**config.mk**
```make
export PLATFORM = sky130hd
export DESIGN_NAME = digrecon18_mr_flat
export DESIGN_NICKNAME = d
export VERILOG_FILES = /design/src/rtl/digrecon18_mr_if.sv /design/src/rtl/digrecon18_mr.sv /design/src/flat_wrapper.sv
export SDC_FILE = /design/constraint.sdc
export NUM_CORES = 1
export LEC_CHECK = 0
export BUFFER_PORTS_ARGS = -buffer_cell sky130_fd_sc_hd__buf_2
export CAP_MARGIN = 15
export CORE_MARGIN = 2
export CORE_UTILIZATION = 40
export CTS_CLUSTER_DIAMETER = 80
export CTS_CLUSTER_SIZE = 20
export DETAILED_ROUTE_END_ITERATION = 10
export GPL_ROUTABILITY_DRIVEN = 0
export HOLD_SLACK_MARGIN = 0.05
export MAX_ROUTING_LAYER = met4
export PLACE_DENSITY = 0.65
export RECOVER_POWER = 25
export SLEW_MARGIN = 5
export SYNTH_ARGS = -nofsm -noshare
export SYNTH_HDL_FRONTEND = slang
export SYNTH_SLANG_ARGS = --single-unit
```
**constraint.sdc**
```tcl
create_clock -name clk -period 15.2 [get_ports clk]
set_input_delay 3.04 -clock clk [delete_from_list [all_inputs] [get_ports clk]]
set_output_delay 3.04 -clock clk [all_outputs]
set_load 0.02 [all_outputs]
```
**src/rtl/digrecon18_mr_if.sv**
```systemverilog
// Handshake bundle for the mixed-radix digit reconstructor.
// The producer/consumer side uses master and the reconstructor uses slave.
interface digrecon18_mr_if #(
  parameter int unsigned DIG_WIDTH = 18,
  parameter int unsigned OUT_WIDTH = 54
);
  logic                 in_valid;
  logic                 in_ready;
  logic [DIG_WIDTH-1:0] in_digit;
  logic                 in_last;
  logic                 out_valid;
  logic                 out_ready;
  logic [OUT_WIDTH-1:0] out_data;
  logic [1:0]           out_count;
  logic                 out_err;

  modport master (
    output in_valid, in_digit, in_last, out_ready,
    input  in_ready, out_valid, out_data, out_count, out_err
  );

  modport slave (
    input  in_valid, in_digit, in_last, out_ready,
    output in_ready, out_valid, out_data, out_count, out_err
  );
endinterface

```
**src/rtl/digrecon18_mr.sv**
```systemverilog
// Mixed-radix digit reconstructor: folds MSB-first digits of radix MODULUS into a binary value,
// one digit per cycle, and holds each frame result until the consumer takes it.
module digrecon18_mr #(
  parameter int unsigned MODULUS    = 177147,
  parameter int unsigned DIG_WIDTH  = 18,
  parameter int unsigned MAX_DIGITS = 3,
  parameter int unsigned OUT_WIDTH  = 54
) (
  input logic             clk,
  input logic             reset,
  digrecon18_mr_if.slave  bus
);

  localparam logic [OUT_WIDTH-1:0] ModW = OUT_WIDTH'(MODULUS);

  typedef enum logic [0:0] {StAccum, StHold} state_e;

  state_e               state_q, state_d;
  logic [OUT_WIDTH-1:0] acc_q, acc_d;
  logic [1:0]           count_q, count_d;
  logic                 err_q, err_d;
  logic [OUT_WIDTH-1:0] out_data_q, out_data_d;
  logic [1:0]           out_count_q, out_count_d;
  logic                 out_err_q, out_err_d;

  logic [OUT_WIDTH-1:0] acc_step;
  logic [1:0]           count_step;
  logic                 digit_bad;
  logic                 at_max;
  logic                 err_step;

  // Product is taken modulo 2^OUT_WIDTH by the assignment width.
  assign acc_step   = (acc_q * ModW) + OUT_WIDTH'(bus.in_digit);
  assign count_step = count_q + 2'd1;
  assign digit_bad  = 64'(bus.in_digit) >= 64'(MODULUS);
  assign at_max     = (32'(count_q) + 32'd1) == MAX_DIGITS;
  assign err_step   = err_q | digit_bad;

  always_comb begin
    state_d     = state_q;
    acc_d       = acc_q;
    count_d     = count_q;
    err_d       = err_q;
    out_data_d  = out_data_q;
    out_count_d = out_count_q;
    out_err_d   = out_err_q;
    unique case (state_q)
      StAccum: begin
        if (bus.in_valid) begin
          if (bus.in_last || at_max) begin
            state_d     = StHold;
            out_data_d  = acc_step;
            out_count_d = count_step;
            // Reaching the digit limit without in_last is an overrun.
            out_err_d   = err_step | (at_max & ~bus.in_last);
            acc_d       = '0;
            count_d     = '0;
            err_d       = 1'b0;
          end else begin
            acc_d   = acc_step;
            count_d = count_step;
            err_d   = err_step;
          end
        end
      end
      StHold: begin
        if (bus.out_ready) begin
          state_d = StAccum;
        end
      end
    endcase
  end

  always_ff @(posedge clk) begin
    if (reset) begin
      state_q     <= StAccum;
      acc_q       <= '0;
      count_q     <= '0;
      err_q       <= 1'b0;
      out_data_q  <= '0;
      out_count_q <= '0;
      out_err_q   <= 1'b0;
    end else begin
      state_q     <= state_d;
      acc_q       <= acc_d;
      count_q     <= count_d;
      err_q       <= err_d;
      out_data_q  <= out_data_d;
      out_count_q <= out_count_d;
      out_err_q   <= out_err_d;
    end
  end

  assign bus.in_ready  = (state_q == StAccum) && !reset;
  assign bus.out_valid = (state_q == StHold);
  assign bus.out_data  = out_data_q;
  assign bus.out_count = out_count_q;
  assign bus.out_err   = out_err_q;

endmodule

```
**src/flat_wrapper.sv**
```systemverilog
// flat-port wrapper written by rule: the top's interface ports become plain ports
module digrecon18_mr_flat 
#(
  parameter int unsigned MODULUS    = 177147,
  parameter int unsigned DIG_WIDTH  = 18,
  parameter int unsigned MAX_DIGITS = 3,
  parameter int unsigned OUT_WIDTH  = 54
)
  (clk, reset, bus_in_valid, bus_in_digit, bus_in_last, bus_out_ready, bus_in_ready, bus_out_valid, bus_out_data, bus_out_count, bus_out_err);
  digrecon18_mr_if #(.DIG_WIDTH(DIG_WIDTH), .OUT_WIDTH(OUT_WIDTH)) bus_i ();
  input logic clk;
  input logic reset;
  input wire logic [$bits(bus_i.in_valid)-1:0] bus_in_valid;
  input wire logic [$bits(bus_i.in_digit)-1:0] bus_in_digit;
  input wire logic [$bits(bus_i.in_last)-1:0] bus_in_last;
  input wire logic [$bits(bus_i.out_ready)-1:0] bus_out_ready;
  output wire logic [$bits(bus_i.in_ready)-1:0] bus_in_ready;
  output wire logic [$bits(bus_i.out_valid)-1:0] bus_out_valid;
  output wire logic [$bits(bus_i.out_data)-1:0] bus_out_data;
  output wire logic [$bits(bus_i.out_count)-1:0] bus_out_count;
  output wire logic [$bits(bus_i.out_err)-1:0] bus_out_err;
  assign bus_i.in_valid = bus_in_valid;
  assign bus_i.in_digit = bus_in_digit;
  assign bus_i.in_last = bus_in_last;
  assign bus_i.out_ready = bus_out_ready;
  assign bus_in_ready = bus_i.in_ready;
  assign bus_out_valid = bus_i.out_valid;
  assign bus_out_data = bus_i.out_data;
  assign bus_out_count = bus_i.out_count;
  assign bus_out_err = bus_i.out_err;
  digrecon18_mr #(.MODULUS(MODULUS), .DIG_WIDTH(DIG_WIDTH), .MAX_DIGITS(MAX_DIGITS), .OUT_WIDTH(OUT_WIDTH)) u_core (.clk(clk), .reset(reset), .bus(bus_i));
endmodule
```
# [Yosys cells after proc, flatten, opt, wreduce, memory -nomap -nowiden]
# Index checks and enable logic that the tools add are counted.
[op_classes] add_sub_neg=3 mul=1 magnitude_cmp=1 n_eq_ne=1 mux=7 bitwise=5 reduce_logical=5
[ops] operator="adder 54 x 18 -> 54 bit" count=1
[ops] operator="multiplier 54 x 18 -> 54 bit, second input constant" count=1
[ops] operator="2-to-1 mux 54 bit" count=1
[ops] operator="== test 32 x 2 -> 1 bit, second input constant" count=1
[ops] operator="greater-or-equal comparator 18 bit, second input constant" count=1
[ops] operator="2-to-1 mux 1 bit" count=4
[ops] operator="adder 2 x 1 -> 3 bit, second input constant" count=1
[ops] operator="AND reduction 3 bit" count=1
[ops] operator="adder 2 x 1 -> 2 bit, second input constant" count=1
[ops] operator="2-to-1 mux 2 bit" count=1
[ops] operator="inverter 1 bit" count=2
[ops] operator="OR 1 bit" count=2
[ops] operator="case mux 1 bit (2 select lines)" count=1
[ops] operator="AND reduction 2 bit" count=1
[ops] operator="AND 1 bit" count=1
[ops] operator="logical AND 1 bit" count=1
[ops] operator="logical NOT 1 bit" count=1
[ops] operator="logical OR 1 bit" count=1
[totals] reg_bits=115 wordCells=30

# [Logic depth before layout (Yosys ltp)]
# Gate-level depths: netlist (run 1).
[depth] depth_word=6 ltp_mapped=25 mapped_depth_nobuf=24

# [Least setup slack after synthesis (run 1)]
# No wires, ideal clock.
[synth_path] path_type="input to register" start="in bus_in_digit[10]" end="reg u_core.out_data_q[37], in the netlist u_core.bus.out_data[37]" setup_ns=0.132 t_arrival_ns=7.563 required_time_ns=15.068 setup_slack_ns=7.505 stages=20 n_path_buf=1 cell_sequence="inv_1 > fa_1 > inv_1 > fa_1 > inv_1 > fa_1 > fa_1 > inv_1 > ha_1 > buf_2 > and4_1 > and4_1 > o2111a_1 > a211oi_1 > a21oi_1 > o31ai_1 > a21oi_1 > a41o_1 > o21ai_0 > a21oi_1"
[synth_between] elab_chain_len=1
[synth_lines] element="start: declaration" line_no="flat_wrapper.sv:14" text="input wire logic [$bits(bus_i.in_digit)-1:0] bus_in_digit;"
[synth_lines] element="adder 54 x 18 -> 54 bit" line_no="digrecon18_mr.sv:33" text="assign acc_step = (acc_q * ModW) + OUT_WIDTH'(bus.in_digit);"
[synth_lines] element="end signal: assignment" line_no="digrecon18_mr.sv:88" text="out_data_q <= out_data_d;"
[synth_lines] element="end: declaration" line_no="digrecon18_mr.sv:22" text="logic [OUT_WIDTH-1:0] out_data_q, out_data_d;"
# Every way passes these cells.
# A chain may end at the register's enable or synchronous reset.

# [Final worst setup path (run 1)]
[layout_path] start="in bus_in_digit[12]" end="reg u_core.out_data_q[37], in the netlist u_core.bus.out_data[37]"
# The elaborated chain is that of the path after synthesis.

==> results.tsv, run 1 <==
stage	metric	value	unit
cts	Clock transition at path regs	0.05	ns
yosys	share of the synthesized area in the top cell type	38.9	%
die	I/O Pins	82	
cts	clock tree from TritonCTS	built	
yosys	Area contributors post-synth	fa_1, ha_1, inv_1, dfxtp_1, a21oi_1	
grt	vias in the first global route	16600	
yosys	Synth cell types	68	
cts	Post-CTS Setup Repair Bufs	0	
worst_setup_path	RR Endpoint	u_core.bus.out_data[37]	
grt	largest net degree at the start of global routing	96	
cts	CTS buffer count	17	
timing	Max Fclk	123	MHz
route	Starting DRT DRC Count	924	
placement	number of I/O port buffers	81	
die	die footprint	0.0548	mm²
cts	TritonCTS Sinks	115	
worst_setup_path	Critical Path Sink Type	flip-flop	
job	Max-Cap Viols	0	
worst_setup_path	CP max stage cell	fa_1	
cts	clock latency on the worst-skew pair	0.41	ns
timing	min Tclk post-route	8.12	ns
cells_and_area	# diodes	0	
grt	first-pass GRT wire length	87300	µm
timing	clock skew	0.00606	ns
die	row count	84	
timing	Worst-Margin Slew	1.14	ns
worst_setup_path	Cell Chain, Critical Path	buf_2 > inv_1 > fa_1 > inv_1 > fa_1 > fa_1 > inv_1 > fa_1 > inv_1 > ha_1 > a21oi_1 > o211ai_1 > a31o_2 > a211oi_1 > a21oi_1 > o31ai_1 > a21oi_1 > a41o_1 > o21ai_0 > a21oi_1	
grt	total gr overflow	0	
cts	post_cts resized	0	
worst_setup_path	reg-to-reg critical path startpoint	u_core.acc_q[6]	
cts	H-tree depth	4	
timing	unrepaired setup endpoints after global routing	false	
grt	routing usage on met3	1.90	%
outcome	status	finished, final reports clean	
yosys	Mapped Avg Cell Area	9.37	µm²
worst_hold_path	Worst Hold Class	reg2reg	
route	Routed WL per cell	17.8	µm
route	via count	15200	
timing	hold_ws	0.454	ns
worst_setup_path	crit-path max FO	6	
grt	initial antenna violation count	2	
worst_setup_path	Reg2Reg Depth	23	
timing	Relative slew margins	23.4	%
cells_and_area	layout cell share with drive strength beyond 1	3.98	%
cts	CTS max path bufs	2	
yosys	FF+latch count, synth	115	
die	die extent in y	234	µm
worst_setup_path	Worst Path Required	15.45	ns
yosys	sequential area share after synthesis	10.9	%
timing	Final TNS setup	0	ns
die	Initial Util	40.4	%
worst_setup_path	crit path kind	in2reg	
placement	HPWL Detailed	47300	µm
route	final WL	53700	µm
yosys	cell count after synthesis	2261	
yosys	Main synth FF type	dfxtp_1	
cells_and_area	Layout Nets	3049	
cells_and_area	Layout area overhead	8.20	%
grt	GR Layer Usage met2	36.0	%
worst_setup_path	CP Depth	20	
route	post-route ant nets	0	
grt	all-layer global routing usage	21.2	%
worst_setup_path	reg-to-reg setup timing slack	7.95	ns
worst_setup_path	Worst Setup EP	u_core.bus.out_data[37]	
cells_and_area	Core Util, Final	43.7	%
cts	CTS Hold Bufs	0	
route	DRC Markers	0	
yosys	Warnings, synthesis	0	
worst_setup_path	WP buf/inv	5	
die	overall die width	234	µm
worst_setup_path	Worst setup SP type	primary input	
timing	final hold vios	0	
cells_and_area	Multi-input gate area	0.0161	mm²
yosys	Synth Net Count	2984	
yosys	Synth async-reset ratio	0	%
timing	Max Slew Vio Count	0	
worst_setup_path	crit path DAT	8.36	ns
timing	fin crit share	53.4	%
worst_setup_path	Slowest Stage Delay on Critical Path	0.56	ns
worst_setup_path	Crit. Startpoint	bus_in_digit[12]	
route	DRT Pass-1 Iters	6	
route	vias per std cell	5.01	
grt	GRT Max-Usage Layer	met2	
cells_and_area	Seq. cell area	0.00230	mm²
cts	CTS root buffer	clkbuf_16	
grt	M1 GR Usage	25.8	%
yosys	largest area contributor in the netlist	fa_1	
yosys	synthesized area	0.0212	mm²
die	area of the core	0.0524	mm²
worst_setup_path	CP delay by family, top	compound AO/OA/AOI/OAI gates	
timing	final count of negative-setup-slack endpoints	0	
yosys	Post-synth EDFFs	0	
cells_and_area	FILL cells	5004	
-- cells in the mapped netlist (14+ instances only) --
master    number
inv_1        705
fa_1         412
ha_1         288
nand2_1      129
dfxtp_1      115
a21oi_1      114
nor2_1        78
xnor2_1       62
a21o_1        46
clkbuf_1      40
xor2_1        37
a22oi_1       31
o21ai_0       28
a22o_1        16
nor3_1        14
-- cell usage in the layout (no fill, tap or decap), drive strengths merged, types with 3 or more instances in the layout --
master      n
inv       707
fa        412
ha        288
nand2     131
dfxtp     115
a21oi     115
nor2       78
clkbuf     64
xnor2      62
a21o       47
buf        47
xor2       37
o21ai      36
a22oi      31
a22o       16
nor3       14
nand3      12
a211oi     12
nand4      12
o21bai     11
o21a        8
a31oi       8
nand2b      6
nor2b       5
and2        5
o31ai       4
a41oi       3
and4        3
a211o       3
o211ai      3
o22ai       3
clkinvlp    3
a221o       3
a31o        3
clkinv      3
-- how the worst min path moves through the flow --
stage	startpoint	depth (start not counted)	endpoint	slack, ns
floorplan	u_core.acc_q[53]	2	u_core.acc_q[53]	0.44
global placement	u_core.bus.out_data[46]	2	u_core.bus.out_data[46]	0.44
detailed placement	u_core.bus.out_data[46]	2	u_core.bus.out_data[46]	0.44
CTS	u_core.bus.out_data[46]	2	u_core.bus.out_data[46]	0.45
global route	u_core.bus.out_data[46]	2	u_core.bus.out_data[46]	0.47
finish	u_core.bus.out_data[46]	2	u_core.bus.out_data[46]	0.45
-- cell families after synthesis --
group,share of synthesized area [%]
fa+ha+maj,55.9
simple gates,5.62
buf+inv,13.3
flops,10.9
compound gates,10.3
xor+xnor,4.09
-- registers in the layout (all words and copies together) (netlist names) --
register	cells
u_core.acc_q	54
u_core.bus.out_count	2
u_core.bus.out_data	54
u_core.bus.out_err	1
u_core.bus.out_valid	1
u_core.count_q	2
u_core.err_q	1
-- stage by stage --
stage | cell area (µm²) | instances | setup WS [ns]
2_1_floorplan | 21200 | 2261 | 7.50
6_report | 22900 | 3027 | 7.08
3_3_place_gp | 22400 | 2995 | 6.82
4_1_cts | 23000 | 3027 | 7.13
3_5_place_dp | 22400 | 2995 | 6.74
5_1_grt | 22900 | 3027 | 6.73
-- routing by layer --
layer  share of wire (%)  vias up
met2                  50      352
met3                 4.1      140
met5                   0        -
met1                  41     7615
met4                 5.3        0
li1                    -     7047
-- area by class of cell --
type	count	area share (%)
Multi-Input combinational cell	1398	70.2
Inverter	705	11.5
Sequential cell	115	10.0
Tap cell	688	3.75
Clock buffer	22	2.11
Timing Repair Buffer	89	1.81
Clock inverter	10	0.535
-- worst register-to-register path: stages (launching register included) --
cell      delay, ns
dfxtp_1        0.65
inv_1          0.25
fa_1           0.55
xnor2_1        0.16
ha_1           0.29
inv_1          0.06
fa_1           0.48
inv_1          0.07
fa_1           0.49
fa_1           0.56
inv_1          0.05
fa_1           0.49
inv_1          0.05
ha_1           0.34
a21oi_1        0.25
o211ai_1       0.17
a31o_2         0.28
a211oi_1       0.56
a21oi_1        0.24
o31ai_1        0.48
a21oi_1        0.15
a41o_1         0.23
o21ai_0        0.15
a21oi_1        0.09
Power of run 1 is not shown: default switching activity piles up to over one toggle a cycle in this logic, so the estimate is an artifact.
==> inputs of run 2 (changes only) <==
- ABC_AREA: not set -> 1
- PLACE_DENSITY: 0.65 -> 0.67
- clock period: 15.2 -> 6.9 ns (I/O delays scaled with it)
==> results.tsv, run 2 <==
stage	metric	value	unit	change
outcome	status	complete, but fails checks		
outcome	failing checks	max-capacitance violations, max-slew violations		
yosys	share of the synthesized area in the top cell type	36.5	%	-2.4 points
placement	number of I/O port buffers	81		unchanged
yosys	cell count after synthesis	2737		+21%
yosys	Synth Net Count	3460		+16%
cts	TritonCTS Sinks	115		unchanged
yosys	largest area contributor in the netlist	fa_1		
die	row count	87		+3.6%
cts	clock tree from TritonCTS	built		
yosys	Mapped Avg Cell Area	8.25	µm²	-12%
die	Initial Util	40.3	%	-0.12 points
yosys	Area contributors post-synth	fa_1, ha_1, inv_1, dfxtp_1, nand2_1		
timing	Worst-Margin Slew	2.89	ns	+1.75 ns
worst_setup_path	crit path kind	reg2reg		
timing	Max Fclk	161	MHz	
cells_and_area	Layout area overhead	8.82	%	
cts	Clock transition at path regs	0.07	ns	+0.02 ns
job	Max-Cap Viols	1		+1
worst_setup_path	crit-path max FO	7		+1
yosys	sequential area share after synthesis	10.2	%	-0.67 points
timing	final count of negative-setup-slack endpoints	0		unchanged
timing	Max Slew Vio Count	50		+50
grt	largest net degree at the start of global routing	63		-34%
cells_and_area	leading cell types in the layout, fill and taps excluded	inv_1, nand2_1, fa_1		
yosys	Synth cell types	45		-34%
die	I/O Pins	82		unchanged
cts	CTS Hold Bufs	0		unchanged
route	DR top layer	met4		
die	overall die width	242	µm	+3.2%
worst_setup_path	crit path DAT	6.56	ns	-1.80 ns
route	via count	17600		+16%
die	die extent in y	242	µm	+3.2%
yosys	FF+latch count, synth	115		unchanged
yosys	synthesized area	0.0226	mm²	+6.6%
timing	min Tclk post-route	6.21	ns	
worst_setup_path	Critical Path Sink Type	flip-flop		
grt	vias in the first global route	17900		+8.3%
timing	clock skew	0.0186	ns	+0.0125 ns
route	DRC Markers	0		unchanged
route	met3 routed wirelength	4620	µm	+110%
route	Starting DRT DRC Count	1269		+37%
cts	CTS root buffer	clkbuf_16		
timing	final hold vios	0		unchanged
yosys	Synth async-reset ratio	0	%	unchanged
timing	fin crit share	90.0	%	
cts	post_cts resized	0		unchanged
grt	total gr overflow	0		unchanged
timing	unrepaired setup endpoints after global routing	false		
cts	H-tree depth	4		unchanged
die	area of the core	0.0561	mm²	+6.9%
placement	HPWL Detailed	57200	µm	+21%
cts	CTS buffer count	17		unchanged
timing	Final TNS setup	0	ns	unchanged
route	vias per std cell	4.88		-2.4%
worst_setup_path	Worst Path Required	7.25	ns	-8.20 ns
cells_and_area	layout cell share with drive strength beyond 1	5.04	%	+1.1 points
cts	CTS max path bufs	2		unchanged
worst_hold_path	Worst Hold Class	reg2reg		
route	post-route ant nets	0		unchanged
grt	first-pass GRT wire length	103000	µm	+18%
timing	Relative slew margins	-92.5	%	-120 points
route	routed length on met1	28400	µm	+29%
cells_and_area	most common cell after layout, fill and taps aside	inv_1		
yosys	Post-synth EDFFs	0		unchanged
yosys	most frequent cells after synthesis	inv_1, nand2_1, fa_1		
cells_and_area	FILL cells	5592		+12%
die	die footprint	0.0584	mm²	+6.5%
route	WL met2	30400	µm	+14%
cts	Post-CTS Setup Repair Bufs	0		unchanged
route	DRT Pass-1 Iters	7		+1
cts	clock latency on the worst-skew pair	0.48	ns	+0.07 ns
yosys	Main synth FF type	dfxtp_1		
grt	all-layer global routing usage	23.8	%	+2.6 points
cells_and_area	Layout Nets	3547		+16%
grt	initial antenna violation count	0		-2
yosys	most common cell in the netlist	inv_1		
worst_setup_path	Worst setup SP type	flip-flop		
route	final WL	65700	µm	+22%
route	Routed WL per cell	18.3	µm	+3.0%
yosys	Warnings, synthesis	0		unchanged
-- run 2: changes by cell type in the layout (fill, tap and decap cells not counted), moves of 13 or more --
cell and change:
nand2_1 +319, inv_1 +136, nand3_1 +104, xnor2_1 -33, a22oi_1 -31, a21o_1 -29
nor2_1 +23, nand2_2 +17, nor2_2 +14, o21ai_0 +13
-- run 2: final timing paths --
check	startpoint	endpoint	cells after the start	slack, ns
hold reg to reg	u_core.bus.out_data[29]	u_core.bus.out_data[29]	2	0.45
setup / recovery	u_core.acc_q[20]	u_core.bus.out_data[32]	22	0.69
setup reg to reg	u_core.acc_q[20]	u_core.bus.out_data[32]	22	0.69
hold / removal	u_core.bus.out_data[29]	u_core.bus.out_data[29]	2	0.45
-- run 2: cells by family after synthesis --
family | count (synthesis) | share of synthesized area (%)
simple gates | 770 | 14.9
buf+inv | 872 | 14.5
fa+ha+maj | 700 | 52.5
xor+xnor | 57 | 2.21
compound gates | 223 | 5.73
flops | 115 | 10.2
-- run 2: per-layer routing --
metal / vias to the layer above / GRT usage, %
met1: 8490 / 31.4
met3: 119 / 4.79
met2: 611 / 37.0
met4: 0 / 7.44
met5: - / -
li1: 8336 / -
-- run 2: cell type report --
type,instances,area [µm²],area share [%]
diodes,1,2.50,0.0102
clock buffers,19,443,1.80
clock inverters,13,230,0.936
inverters,843,3160,12.9
multi-input cells,1750,17000,69.3
flip-flops and latches,115,2300,9.36
well taps,756,946,3.85
repair buffers,97,469,1.91
-- run 2: worst max-delay path: stages (launching register included) --
cell and delay [ns]:
dfxtp_1 0.67, inv_1 0.24, fa_1 0.66, fa_1 0.49
fa_1 0.53, inv_1 0.06, fa_1 0.50, fa_1 0.50
inv_1 0.05, fa_1 0.49, inv_1 0.05, ha_1 0.33
a21oi_1 0.28, o21ai_0 0.22, nand2_1 0.10, nand2_1 0.08
inv_1 0.06, nand2_1 0.06, inv_1 0.05, nand2_1 0.13
or2_1 0.26, nand3_1 0.19, nand2_1 0.08
-- run 2: per-stage QoR --
stage | cells | setup WS [ns] | utilization [%] | hold slack, ns | instance area [µm²]
after global placement | 3561 | 0.766 | 42.7 | 0.434 | 24000
after global routing | 3593 | 0.392 | 43.8 | 0.467 | 24600
final | 3594 | 0.688 | 43.9 | 0.452 | 24600
after floorplan | 2737 | 1.75 | - | 0.454 | 22600
after CTS | 3593 | 0.721 | 43.9 | 0.453 | 24600
after detailed placement | 3561 | 0.755 | 42.7 | 0.435 | 24000
Power of run 2 is left out for the same reason.
